[src/rtl/main_multiplier.sv]
// -----------------------------------------------------------------------------
// main_multiplier
//
// Two-stage pipelined 16x16 multiplier with a full 32-bit product. Operands
// are split into 8-bit halves; stage 1 registers the four 8x8 partial
// products, stage 2 recombines them into the final product.
//
// Handshake: in_valid qualifies first_num/second_num on the rising edge it is
// sampled high. There is no backpressure: every qualified pair is accepted,
// and exactly LATENCY edges later out_valid is high for one cycle while
// solution carries that pair's product. solution holds its last value
// whenever no new result emerges.
//
// Ports:
//   clk         system clock, rising-edge active
//   rst         asynchronous, active-high reset; clears all pipeline state
//   in_valid    qualifies first_num/second_num
//   first_num   16-bit multiplicand
//   second_num  16-bit multiplier
//   out_valid   one-cycle strobe marking a fresh product on solution
//   solution    32-bit product
//
// Build option:
//   MAIN_MULTIPLIER_SIGNED_EN  when defined, operands and product are two's
//                              complement; otherwise everything is unsigned.
// -----------------------------------------------------------------------------
module main_multiplier #(
  parameter int unsigned LATENCY = 2  // fixed; only 2 is legal
) (
  input  logic        clk,
  input  logic        rst,
  input  logic        in_valid,
  input  logic [15:0] first_num,
  input  logic [15:0] second_num,
  output logic        out_valid,
  output logic [31:0] solution
);

  // ---------------------------------------------------------------------------
  // Operand conditioning
  // ---------------------------------------------------------------------------
  logic [15:0] op_a;
  logic [15:0] op_b;

`ifdef MAIN_MULTIPLIER_SIGNED_EN
  logic sign_in;

  // Magnitudes: -0x8000 maps to 0x8000, which is still correct when read as
  // an unsigned 16-bit value, so no extra bit is needed.
  always_comb begin
    op_a    = first_num[15]  ? (~first_num  + 16'd1) : first_num;
    op_b    = second_num[15] ? (~second_num + 16'd1) : second_num;
    sign_in = first_num[15] ^ second_num[15];
  end
`else
  always_comb begin
    op_a = first_num;
    op_b = second_num;
  end
`endif

  logic [7:0] a_h;
  logic [7:0] a_l;
  logic [7:0] b_h;
  logic [7:0] b_l;

  always_comb begin
    a_h = op_a[15:8];
    a_l = op_a[7:0];
    b_h = op_b[15:8];
    b_l = op_b[7:0];
  end

  // ---------------------------------------------------------------------------
  // Valid pipeline: vpipe[0] is the stage-1 valid, vpipe[LATENCY-1] drives
  // out_valid. Shifts every cycle so a strobe never repeats.
  // ---------------------------------------------------------------------------
  logic [LATENCY-1:0] vpipe;

  always_ff @(posedge clk or posedge rst) begin
    if (rst) begin
      vpipe <= '0;
    end else begin
      vpipe <= {vpipe[LATENCY-2:0], in_valid};
    end
  end

  assign out_valid = vpipe[LATENCY-1];

  // ---------------------------------------------------------------------------
  // Stage 1: partial products. Loaded only on a qualified pair so the stage
  // holds its contents while idle.
  // ---------------------------------------------------------------------------
  logic [15:0] pp_ll;
  logic [15:0] pp_lh;
  logic [15:0] pp_hl;
  logic [15:0] pp_hh;

  always_ff @(posedge clk or posedge rst) begin
    if (rst) begin
      pp_ll <= '0;
      pp_lh <= '0;
      pp_hl <= '0;
      pp_hh <= '0;
    end else if (in_valid) begin
      pp_ll <= {8'd0, a_l} * {8'd0, b_l};
      pp_lh <= {8'd0, a_l} * {8'd0, b_h};
      pp_hl <= {8'd0, a_h} * {8'd0, b_l};
      pp_hh <= {8'd0, a_h} * {8'd0, b_h};
    end
  end

`ifdef MAIN_MULTIPLIER_SIGNED_EN
  logic sign_s1;

  always_ff @(posedge clk or posedge rst) begin
    if (rst) begin
      sign_s1 <= 1'b0;
    end else if (in_valid) begin
      sign_s1 <= sign_in;
    end
  end
`endif

  // ---------------------------------------------------------------------------
  // Stage 2: recombination. The two cross terms can carry into bit 16, so
  // their sum is kept at 17 bits before being shifted into place.
  // ---------------------------------------------------------------------------
  logic [16:0] mid_sum;
  logic [31:0] prod_mag;
  logic [31:0] prod_final;

  always_comb begin
    mid_sum  = {1'b0, pp_lh} + {1'b0, pp_hl};
    prod_mag = {pp_hh, 16'd0} + {7'd0, mid_sum, 8'd0} + {16'd0, pp_ll};
`ifdef MAIN_MULTIPLIER_SIGNED_EN
    prod_final = sign_s1 ? (~prod_mag + 32'd1) : prod_mag;
`else
    prod_final = prod_mag;
`endif
  end

  // solution only updates when a valid pair reaches this stage, so stale
  // stage-1 contents never leak out while idle.
  always_ff @(posedge clk or posedge rst) begin
    if (rst) begin
      solution <= '0;
    end else if (vpipe[0]) begin
      solution <= prod_final;
    end
  end

endmodule

[config.mk]
export PLATFORM = sky130hd
export DESIGN_NAME = main_multiplier
export DESIGN_NICKNAME = d
export VERILOG_FILES = /design/src/rtl/main_multiplier.sv
export SDC_FILE = /design/constraint.sdc
export NUM_CORES = 1
export LEC_CHECK = 0
export CAP_MARGIN = 20
export CELL_PAD_IN_SITES_DETAIL_PLACEMENT = 1
export CELL_PAD_IN_SITES_GLOBAL_PLACEMENT = 2
export CORE_MARGIN = 2
export CORE_UTILIZATION = 40
export CTS_BUF_LIST = sky130_fd_sc_hd__clkbuf_16
export CTS_CLUSTER_DIAMETER = 30
export DETAILED_ROUTE_END_ITERATION = 12
export MAX_ROUTING_LAYER = met4
export PLACE_DENSITY = 0.93
export REMOVE_ABC_BUFFERS = 1
export SYNTH_ARGS = -nofsm -noshare
export SYNTH_HDL_FRONTEND = slang
export SYNTH_SLANG_ARGS = --single-unit
export TNS_END_PERCENT = 30
[constraint.sdc]
create_clock -name clk -period 4.5 [get_ports clk]
set_clock_uncertainty 0.05 [all_clocks]
set_input_delay 0.9 -clock clk [delete_from_list [all_inputs] [get_ports clk]]
set_output_delay 0.9 -clock clk [all_outputs]
set_load 0.02 [all_outputs]
After elaboration in Yosys (flattened, before gate mapping):

Index checks and enable logic that the tools add are counted.

* $add $sub $neg: 3
* $mul: 4

Operators with widths (count)
* multiplier 8 x 8 -> 16 bit: 4
* adder 32 x 16 -> 32 bit: 1
* adder 32 x 25 -> 32 bit: 1
* adder 16 x 16 -> 17 bit: 1

* register bits after elaboration: 98
* input bits: 35
* output and inout port bits: 33
* word-level logic and storage cells: 13

Longest topological paths before layout:

Gate-level depths: netlist of the first run.

* depth after elaboration: 3
* mapped depth: 17
* mapped depth without buffers: 16

Worst setup path after synthesis of the first run:

OpenSTA, ideal clock, no wires.

* path type: input to register
* from: in second_num[15]
* to: reg pp_hh[12]
* setup time: 125 ps
* arrival: 4882 ps
* required time: 4325 ps
* slack: -557 ps
* stages: 16
* path buffers: 1
* path through: clkbuf_1 > nand2_1 > fa_1 > fa_1 > inv_1 > fa_1 > inv_1 > fa_1 > inv_1 > ha_1 > o21a_1 > o21a_1 > and3_1 > a211oi_1 > xnor2_1 > mux2_2

* longest elaborated chain between the ends: 1

RTL lines
* from (decl): line 34 `input logic [15:0] second_num,`
* multiplier 8 x 8 -> 16 bit: line 109 `pp_hh <= {8'd0, a_h} * {8'd0, b_h};`
* to (signal assigned): line 109
* to (decl): line 97 `logic [15:0] pp_hh;`

No other way between the ends.
A chain may end at the register's enable or synchronous reset.

Final worst setup path of the first run:

* from: in second_num[12]
* to: reg pp_hh[14]

The elaborated chain is that of the path after synthesis.

==> impl_metrics.tcl, run 1 <==
set metrics [dict create \
    grt_pass1_wl_um 79200 \
    port_buffers 67 \
    drc 0 \
    wl_per_cell_um 25.4 \
    synth_edf_count 0 \
    synthCells 1521 \
    dr_total_vias 13100 \
    final_core_util 0.537 \
    hpwl_um 33500 \
    status "finished with violations" \
    firstDrtPassIters 5 \
    leakagePower_nw 9.03 \
    drt_iter0_markers 925 \
    synth_area_um2 13900 \
    rsz0062_at_grt "true" \
    path_clk_slew_ns 0.08 \
    antenna_found_initial 0 \
    die_area_um2 36200 \
    clock_path_buffers 2 \
    hold_viol 0 \
    fin_crit_sh 1.10 \
    cts_hold_buf 0 \
    grt_start_max_net_pins 78 \
    cts.root.buffer_cell "clkbuf_16" \
    setup_viol 32 \
    cpMostUsedCell "fa_1" \
    antenna_left 0 \
    period_needed_ns 4.95 \
    clock.fmax_mhz 202 \
    place_area_um2 16400 \
    hp-class "flip-flop to flip-flop" \
    seq_area_um2 2450 \
    drv_slew 0 \
    num_io_pins 68 \
    h-tree-depth 3 \
    n_antenna_cell 0 \
    drive_above_1_share 0.312 \
    cpPeakStageDelay_ns 0.54 \
    multi_input_area_um2 11300 \
    syn2layout_area_growth_pct 33.1 \
    cts_buffers 9 \
    ys.flop_type "dfrtp_1" \
    std_cell_rows 68 \
    setup_slack_ns -0.454 \
    finish.instance_area_um2 18500 \
    start_util 0.404 \
    ys_seq_elements 98 \
    cpMaxStageDelayCell "fa_1" \
    die_width_um 190 \
    cts_tree "built" \
    cp.arrival_ns 5.14 \
    clkLatencyLatePin_ns 0.37 \
    core-area_um2 34400 \
    netlist_top_cells_area "fa_1 21%, dfrtp_1 18%, ha_1 16%, and2_1 9.1%, inv_1 6.0%" \
    fin_cells 2259 \
    fill_cells 3863 \
    yosysTopAreaCellShare 0.211 \
    fp.dieH_um 190 \
    pre_cts_ws_ns -1.25 \
    track_usage 0.291 \
    grt-ovfl-total 0 \
    failed_checks "setup timing" \
    path_cells "buf_8 > buf_12 > buf_4 > nand2_1 > fa_1 > fa_1 > inv_1 > fa_1 > inv_2 > fa_1 > inv_2 > ha_4 > o21a_1 > o21a_1 > buf_4 > buf_6 > and4_1 > o21ai_0 > nand3_1" \
    finalWirelength_um 57300 \
    gp_congestion 0.889 \
    cts.sinks 98 \
    grt_pass1_vias 14200 \
    relSlewSlack 0.325 \
    tightest_slew_ns 1.01 \
    max-vdd-ir-drop_mv 0.417 \
    synthArstFlopShare 1.00 \
    yosysSeqAreaShare 0.177 \
    synth_warnings 0 \
    yosysUniqueCellTypes 60 \
    powerDensity_nw_per_um2 694 \
    synth_largest_area_cell "fa_1" \
    crit_type "input pin to flip-flop" \
    cp_max_fo 7 \
    cap_viol_max_count 0 \
    critPathCaptureType "flip-flop" \
    via_per_inst 5.79 \
    dp.cells 2173 \
    crit_required_ns 4.69 \
    finalNetCount 2157 \
    avgSynthCellArea_um2 9.12 \
    critPathLaunchType "input pin" \
]
[path summary, 6_finish.rpt]
kind / slack (ns) / from / cells after the start / end
max reg2reg: 0.22 / pp_lh[0] / 15 / solution[29]
max: -0.45 / second_num[12] / 19 / pp_hh[14]
min reg2reg: 0.44 / solution[12] / 1 / solution[12]
max in group asynchronous: 2.51 / rst / 3 / pp_lh[1]
min in group asynchronous: 1.03 / rst / 2 / vpipe[1]
min: 0.44 / solution[12] / 1 / solution[12]
[kinds of logic (layout without fill, tap and decap cells)]
group | count (synthesis) | count (layout) | synth area share
flops | 98 | 98 | 0.177
mux | 63 | 63 | 0.0509
fa+ha+maj | 323 | 323 | 0.370
compound gates | 224 | 224 | 0.103
simple gates | 480 | 480 | 0.188
xor+xnor | 58 | 58 | 0.0366
buf+inv | 275 | 558 | 0.0744
[cells in the final DEF, fill, tap and decap left out, types with 21 or more instances in the layout]
master	count
a21o_1	21
inv_2	26
dfrtp_1	98
and2_1	157
and2_4	46
fa_1	128
inv_1	194
mux2_2	58
nand2_1	95
clkdlybuf4s50_1	35
a21oi_1	46
buf_6	54
xnor2_1	37
buf_4	194
ha_1	158
nor2_1	46
nand3_1	23
o21ai_0	35
o21a_1	21
[flip-flops by register name, indices dropped and copies added, names as in the netlist]
signal	cells
pp_lh	16
vpipe	2
pp_hh	16
pp_ll	16
pp_hl	16
solution	32
[metal layers]
metal  up-vias  part of all wire  track usage
met2       625              0.49        0.498
met4         0             0.066        0.121
li1       5545                 -            -
met3       270             0.049       0.0300
met5         -                 0            -
met1      6648              0.39        0.351
[worst max-delay path, delay by kind of cell]
kind	cells	cell delay [ns]
AO/OA/AOI/OAI	3	0.67
adder cells (fa/ha/maj)	5	2.33
buffers and inverters	8	0.81
AND/OR/NAND/NOR	3	0.43
[Yosys cell counts (all sizes together) (3+ instances only)]
master   count
nand2b       8
inv        221
and3         8
dfrtp       98
xor2        15
nor2b       12
a31oi        6
o21a        21
o21bai       8
nand4       11
a21oi       68
nor2        50
o31ai        8
and4         4
buf          3
or4          5
a21o        21
a211oi       9
nand3       29
or3          5
clkbuf      50
or4b         3
nor3        17
mux2i        3
nand3b       4
xnor2       43
nor4b        3
and2       203
fa         146
mux2        60
o211ai       7
o2111ai      4
ha         177
a221oi       3
nand2      111
a211o        5
o21ai       50
[stage by stage]
stage / total power [mW] / TNS (ns) / hold slack (ns)
detailed placement: 10.1 / -39.12 / 0.426
finish: 12.8 / -6.63 / 0.435
global placement: 9.72 / -33.73 / 0.421
CTS: 11.6 / -0.847 / 0.443
floorplan: 7.25 / -1.35 / 0.407
global route: 13.7 / -8.92 / 0.465
[report_power, final]
group          total [mW]  internal [mW]  leakage [nW]  switching [mW]
registers            1.60           1.28          1.17           0.314
logic                10.4           4.82          7.73            5.63
clock network       0.767          0.380         0.136           0.387
total                12.8           6.48          9.03            6.33
[final cells by class]
class,count,area share
Tap cell,455,0.0308
Clock buffer,9,0.0122
Timing Repair Buffer,320,0.164
Clock inverter,7,0.00285
Inverter,222,0.0453
Multi-Input combinational cell,1148,0.612
Sequential cell,98,0.133
[what timing repair did]
action,CTS,global route
pin swaps,143,90
hold endpoints to repair,0,0
resized for setup,330,127
buffers inserted,64,8
cloned,8,0
setup endpoints to repair,43,36
Note: power is estimated with default switching activity, not from simulation.
==> run 2, diff against run 1 <==
SKIP_CTS_REPAIR_TIMING = 1   (was unset)
==> impl_metrics.tcl, run 2 (synthesis results as in run 1) <==
set metrics [dict create \
    h-tree-depth 3 \
    fin_crit_sh 1.06 \
    syn2layout_area_growth_pct 31.5 \
    clock_path_buffers 2 \
    grt_pass1_wl_um 66400 \
    std_cell_rows 68 \
    dr_total_vias 12400 \
    status "finished with violations" \
    final_core_util 0.531 \
    setup_viol 27 \
    largest_register_ff_count 32 \
    multi_input_area_um2 11200 \
    drv_slew 0 \
    crit_required_ns 4.74 \
    regMostFlops "solution" \
    firstDrtPassIters 5 \
    final_cell_mix "201 x inv_1, 182 x buf_4, 169 x and2_1" \
    drc 0 \
    leakagePower_nw 8.97 \
    grt-ovfl-total 0 \
    drive_above_1_share 0.287 \
    clock.fmax_mhz 209 \
    rsz0062_at_grt "true" \
    cts_buffers 9 \
    cap_viol_max_count 0 \
    failed_checks "setup timing" \
    path_cells "buf_6 > buf_12 > buf_4 > and2_1 > fa_1 > fa_1 > fa_1 > inv_1 > fa_1 > inv_2 > ha_4 > o21a_1 > nor2_2 > a21oi_2 > a21oi_2 > or4_1 > nand4_1" \
    grt_pass1_vias 12600 \
    max-vdd-ir-drop_mv 0.415 \
    core-area_um2 34400 \
    reg2reg_depth 15 \
    powerDensity_nw_per_um2 671 \
    holdWs_ns 0.435 \
    cpPeakStageDelay_ns 0.58 \
    seq_area_um2 2450 \
    cts.sinks 98 \
    cp.arrival_ns 5.02 \
    gp_congestion 0.889 \
    finalSetupTns_ns -3.66 \
    drt_iter0_markers 677 \
    antenna_left 0 \
    die_area_um2 36200 \
    critPathLaunchType "input pin" \
    path_clk_slew_ns 0.07 \
    setup_slack_ns -0.279 \
    period_needed_ns 4.78 \
    timing.rr.start "pp_lh[0]" \
    track_usage 0.238 \
    hp-class "flip-flop to flip-flop" \
    antenna_found_initial 0 \
    critPathCaptureType "flip-flop" \
    clkLatencyLatePin_ns 0.36 \
    num_io_pins 68 \
    cpMostUsedCell "fa_1" \
    cts.root.buffer_cell "clkbuf_16" \
    start_util 0.404 \
    tightest_slew_ns 0.985 \
    critPathTopFamily "adder cells" \
    worst-path-stages 17 \
    fp.dieH_um 190 \
    hold_viol 0 \
    path_buf_inv 5 \
    relSlewSlack 0.339 \
    startpoint "first_num[4]" \
    cts_tree "built" \
    cpMaxStageDelayCell "fa_1" \
    reg2reg_to "solution[29]" \
    crit_type "input pin to flip-flop" \
    grt_start_max_net_pins 78 \
    finalWirelength_um 50300 \
    hpwl_um 33500 \
    cp_max_fo 8 \
    port_buffers 67 \
    die_width_um 190 \
    fill_cells 3857 \
    final_common_cell "inv_1" \
    via_per_inst 5.51 \
    rrSetupSlack_ns 0.23 \
    wl_per_cell_um 22.4 \
    finalNetCount 2142 \
    cp-endpoint "pp_ll[13]" \
]
-- run 2: changes by cell type in the layout (fill, tap and decap cells not counted), sizes merged --
cell           delta
buf              -32
clkbuf           +15
dlymetal6s2s      +6
dlygate4sd2       -3
clkdlybuf4s15     -1
diode             +1
-- run 2: cell type report --
type | count | area share
clock inverter | 7 | 0.00288
inverter | 222 | 0.0458
multi-input combinational | 1148 | 0.612
clock buffer | 9 | 0.0123
sequential | 98 | 0.134
antenna | 1 | 0.000137
timing repair buffer | 305 | 0.161
tap | 455 | 0.0312
-- run 2: per-stage QoR --
step | worst slack (ns) | power [mW] | cell area, um^2 | cells
final | -0.279 | 12.2 | 18200 | 2245
after global routing | -0.352 | 13.2 | 18200 | 2244
after CTS | -0.857 | 11.0 | 16700 | 2189
after detailed placement | -1.25 | 10.1 | 16400 | 2173
after global placement | -1.11 | 9.72 | 16400 | 2173
after floorplan | -0.287 | 7.25 | 13700 | 1468
-- run 2: worst reg2reg max path, stage by stage (launching register included) --
cell,delay [ns]
dfrtp_1,0.38
ha_1,0.23
fa_1,0.42
a21oi_2,0.19
o21ai_1,0.11
a21oi_2,0.18
o31ai_1,0.14
or4b_1,0.54
nand3_2,0.11
ha_4,0.16
and2_4,0.16
nand3_2,0.09
or4b_4,0.54
nor4bb_2,0.24
or4_1,0.48
a31oi_1,0.18
-- run 2: worst min path at each step --
stage | startpoint | to | slack (ns) | cells past startpoint
floorplan | pp_hl[11] | pp_hl[11] | 0.41 | 2
global placement | solution[12] | solution[12] | 0.42 | 1
finish | solution[12] | solution[12] | 0.43 | 1
CTS | solution[12] | solution[12] | 0.44 | 1
detailed placement | solution[12] | solution[12] | 0.43 | 1
global route | solution[12] | solution[12] | 0.46 | 1
-- run 2: where the power goes --
part / leakage, nW / switching (mW) / internal, mW
combinational: 7.67 / 5.25 / 4.64
clock: 0.136 / 0.386 / 0.380
sequential: 1.17 / 0.299 / 1.28
-- run 2: metal layers --
layer	track usage	part of all wire	vias up	wire length, um
met4	0.0698	0.037	0	1860
li1	-	-	5526	-
met3	0.0180	0.041	111	2040
met1	0.315	0.42	6370	21000
met2	0.394	0.50	353	25400
met5	-	0	-	0
==> run 3, diff against run 2 <==
CORE_UTILIZATION = 36   (was 40)
PLACE_DENSITY = 0.89   (was 0.93)
clock period = 4 ns   (was 4.5 ns; I/O delays follow)
==> impl_metrics.tcl, run 3 (synthesis results as in run 1) <==
set metrics [dict create \
    drc 0 \
    grt-ovfl-total 0 \
    critPathLaunchType "input pin" \
    failed_checks "setup timing" \
    final_cell_mix "222 x buf_4, 196 x inv_1, 174 x and2_1" \
    path_cells "buf_4 > buf_6 > nand2_1 > fa_1 > fa_1 > inv_2 > fa_1 > inv_2 > fa_1 > inv_2 > ha_4 > buf_6 > o21a_1 > o31ai_4 > buf_6 > a211o_1 > nand3_2 > xnor2_1 > a21oi_1" \
    fp.dieH_um 200 \
    cts_buffers 9 \
    dr_total_vias 12300 \
    path_clk_slew_ns 0.07 \
    antenna_found_initial 0 \
    cpMaxStageDelayCell "fa_1" \
    period_needed_ns 4.73 \
    finalSetupTns_ns -17.10 \
    max-vdd-ir-drop_mv 0.449 \
    cts_tree "built" \
    powerDensity_nw_per_um2 788 \
    leakagePower_nw 9.21 \
    rsz0062_at_grt "true" \
    tightest_slew_ns 1.01 \
    fill_cells 4293 \
    final_common_cell "buf_4" \
    clock.fmax_mhz 211 \
    largest_register_ff_count 32 \
    holdWs_ns 0.439 \
    regMostFlops "solution" \
    cp.arrival_ns 4.89 \
    cpPeakStageDelay_ns 0.61 \
    power.total_mw 14.9 \
    reg2reg_depth 16 \
    cts.sinks 98 \
    cts.root.buffer_cell "clkbuf_16" \
    drt_iter0_markers 453 \
    holdPathStages 1 \
    die_width_um 200 \
    cpMostUsedCell "fa_1" \
    crit_required_ns 4.16 \
    critPathCaptureType "flip-flop" \
    drive_above_1_share 0.316 \
    std_cell_rows 71 \
    finalNetCount 2190 \
    clkLatencyLatePin_ns 0.36 \
    grt_pass1_wl_um 66900 \
    hpwl_um 32600 \
    crit_type "input pin to flip-flop" \
    relSlewSlack 0.325 \
    hp-class "flip-flop to flip-flop" \
    gp_congestion 0.860 \
    drv_slew 0 \
    status "finished with violations" \
    start_util 0.367 \
    via_per_inst 5.24 \
    n_antenna_cell 0 \
    port_buffers 67 \
    antenna_left 0 \
    cp_max_fo 5 \
    cap_viol_max_count 0 \
    hold_viol 0 \
    fin_crit_sh 1.18 \
    track_usage 0.210 \
    final_core_util 0.498 \
    firstDrtPassIters 5 \
    finalWirelength_um 48300 \
    core-area_um2 37800 \
    grt_pass1_vias 13100 \
    setup_slack_ns -0.730 \
    syn2layout_area_growth_pct 35.9 \
    wl_per_cell_um 20.6 \
    grt_start_max_net_pins 78 \
    h-tree-depth 3 \
    num_io_pins 68 \
    setup_viol 41 \
    clock_path_buffers 2 \
    die_area_um2 40100 \
]
[run 3: cell type report]
| class | count | area (um^2) | share of cell area |
|---|---|---|---|
| clock buffer | 9 | 225 | 0.0119 |
| clock inverter | 7 | 68.8 | 0.00365 |
| inverter | 222 | 836 | 0.0443 |
| multi-input combinational | 1148 | 11400 | 0.604 |
| sequential | 98 | 2450 | 0.130 |
| tap | 511 | 639 | 0.0339 |
| timing repair buffer | 353 | 3240 | 0.172 |
[run 3: path summary, 6_finish.rpt]
check | startpoint | end | slack [ns]
setup / recovery | second_num[3] | pp_hl[15] | -0.73
hold / removal | solution[12] | solution[12] | 0.44
setup reg to reg | pp_lh[0] | solution[31] | -0.26
hold reg to reg | solution[12] | solution[12] | 0.44
max in group asynchronous | rst | pp_lh[12] | 2.11
min in group asynchronous | rst | solution[0] | 0.91
[run 3: stage by stage]
stage,worst slack (ns),std cells,cell area [um^2]
global route,-0.789,2348,18900
global placement,-1.48,2271,16800
finish,-0.730,2348,18900
floorplan,-0.687,1468,13700
detailed placement,-1.56,2271,16800
CTS,-1.17,2287,17100
[run 3: power breakdown]
part	leakage, nW	internal (mW)	switching [mW]	total [mW]
Clock	0.143	0.484	0.423	0.907
Sequential	1.17	1.44	0.336	1.78
Combinational	7.90	6.00	6.18	12.2
[run 3: critical path: cells and delay by family]
| kind | cells | cell delay, ns |
|---|---|---|
| buffers and inverters | 7 | 0.59 |
| AND/OR/NAND/NOR | 2 | 0.23 |
| adder cells (fa/ha/maj) | 5 | 2.53 |
| AO/OA/AOI/OAI | 4 | 0.63 |
| XOR/XNOR | 1 | 0.11 |
[run 3: routing by layer]
layer | track usage | share of wire
met5 | - | 0
met4 | 0.0550 | 0.036
met3 | 0.0138 | 0.025
met2 | 0.364 | 0.52
met1 | 0.267 | 0.42
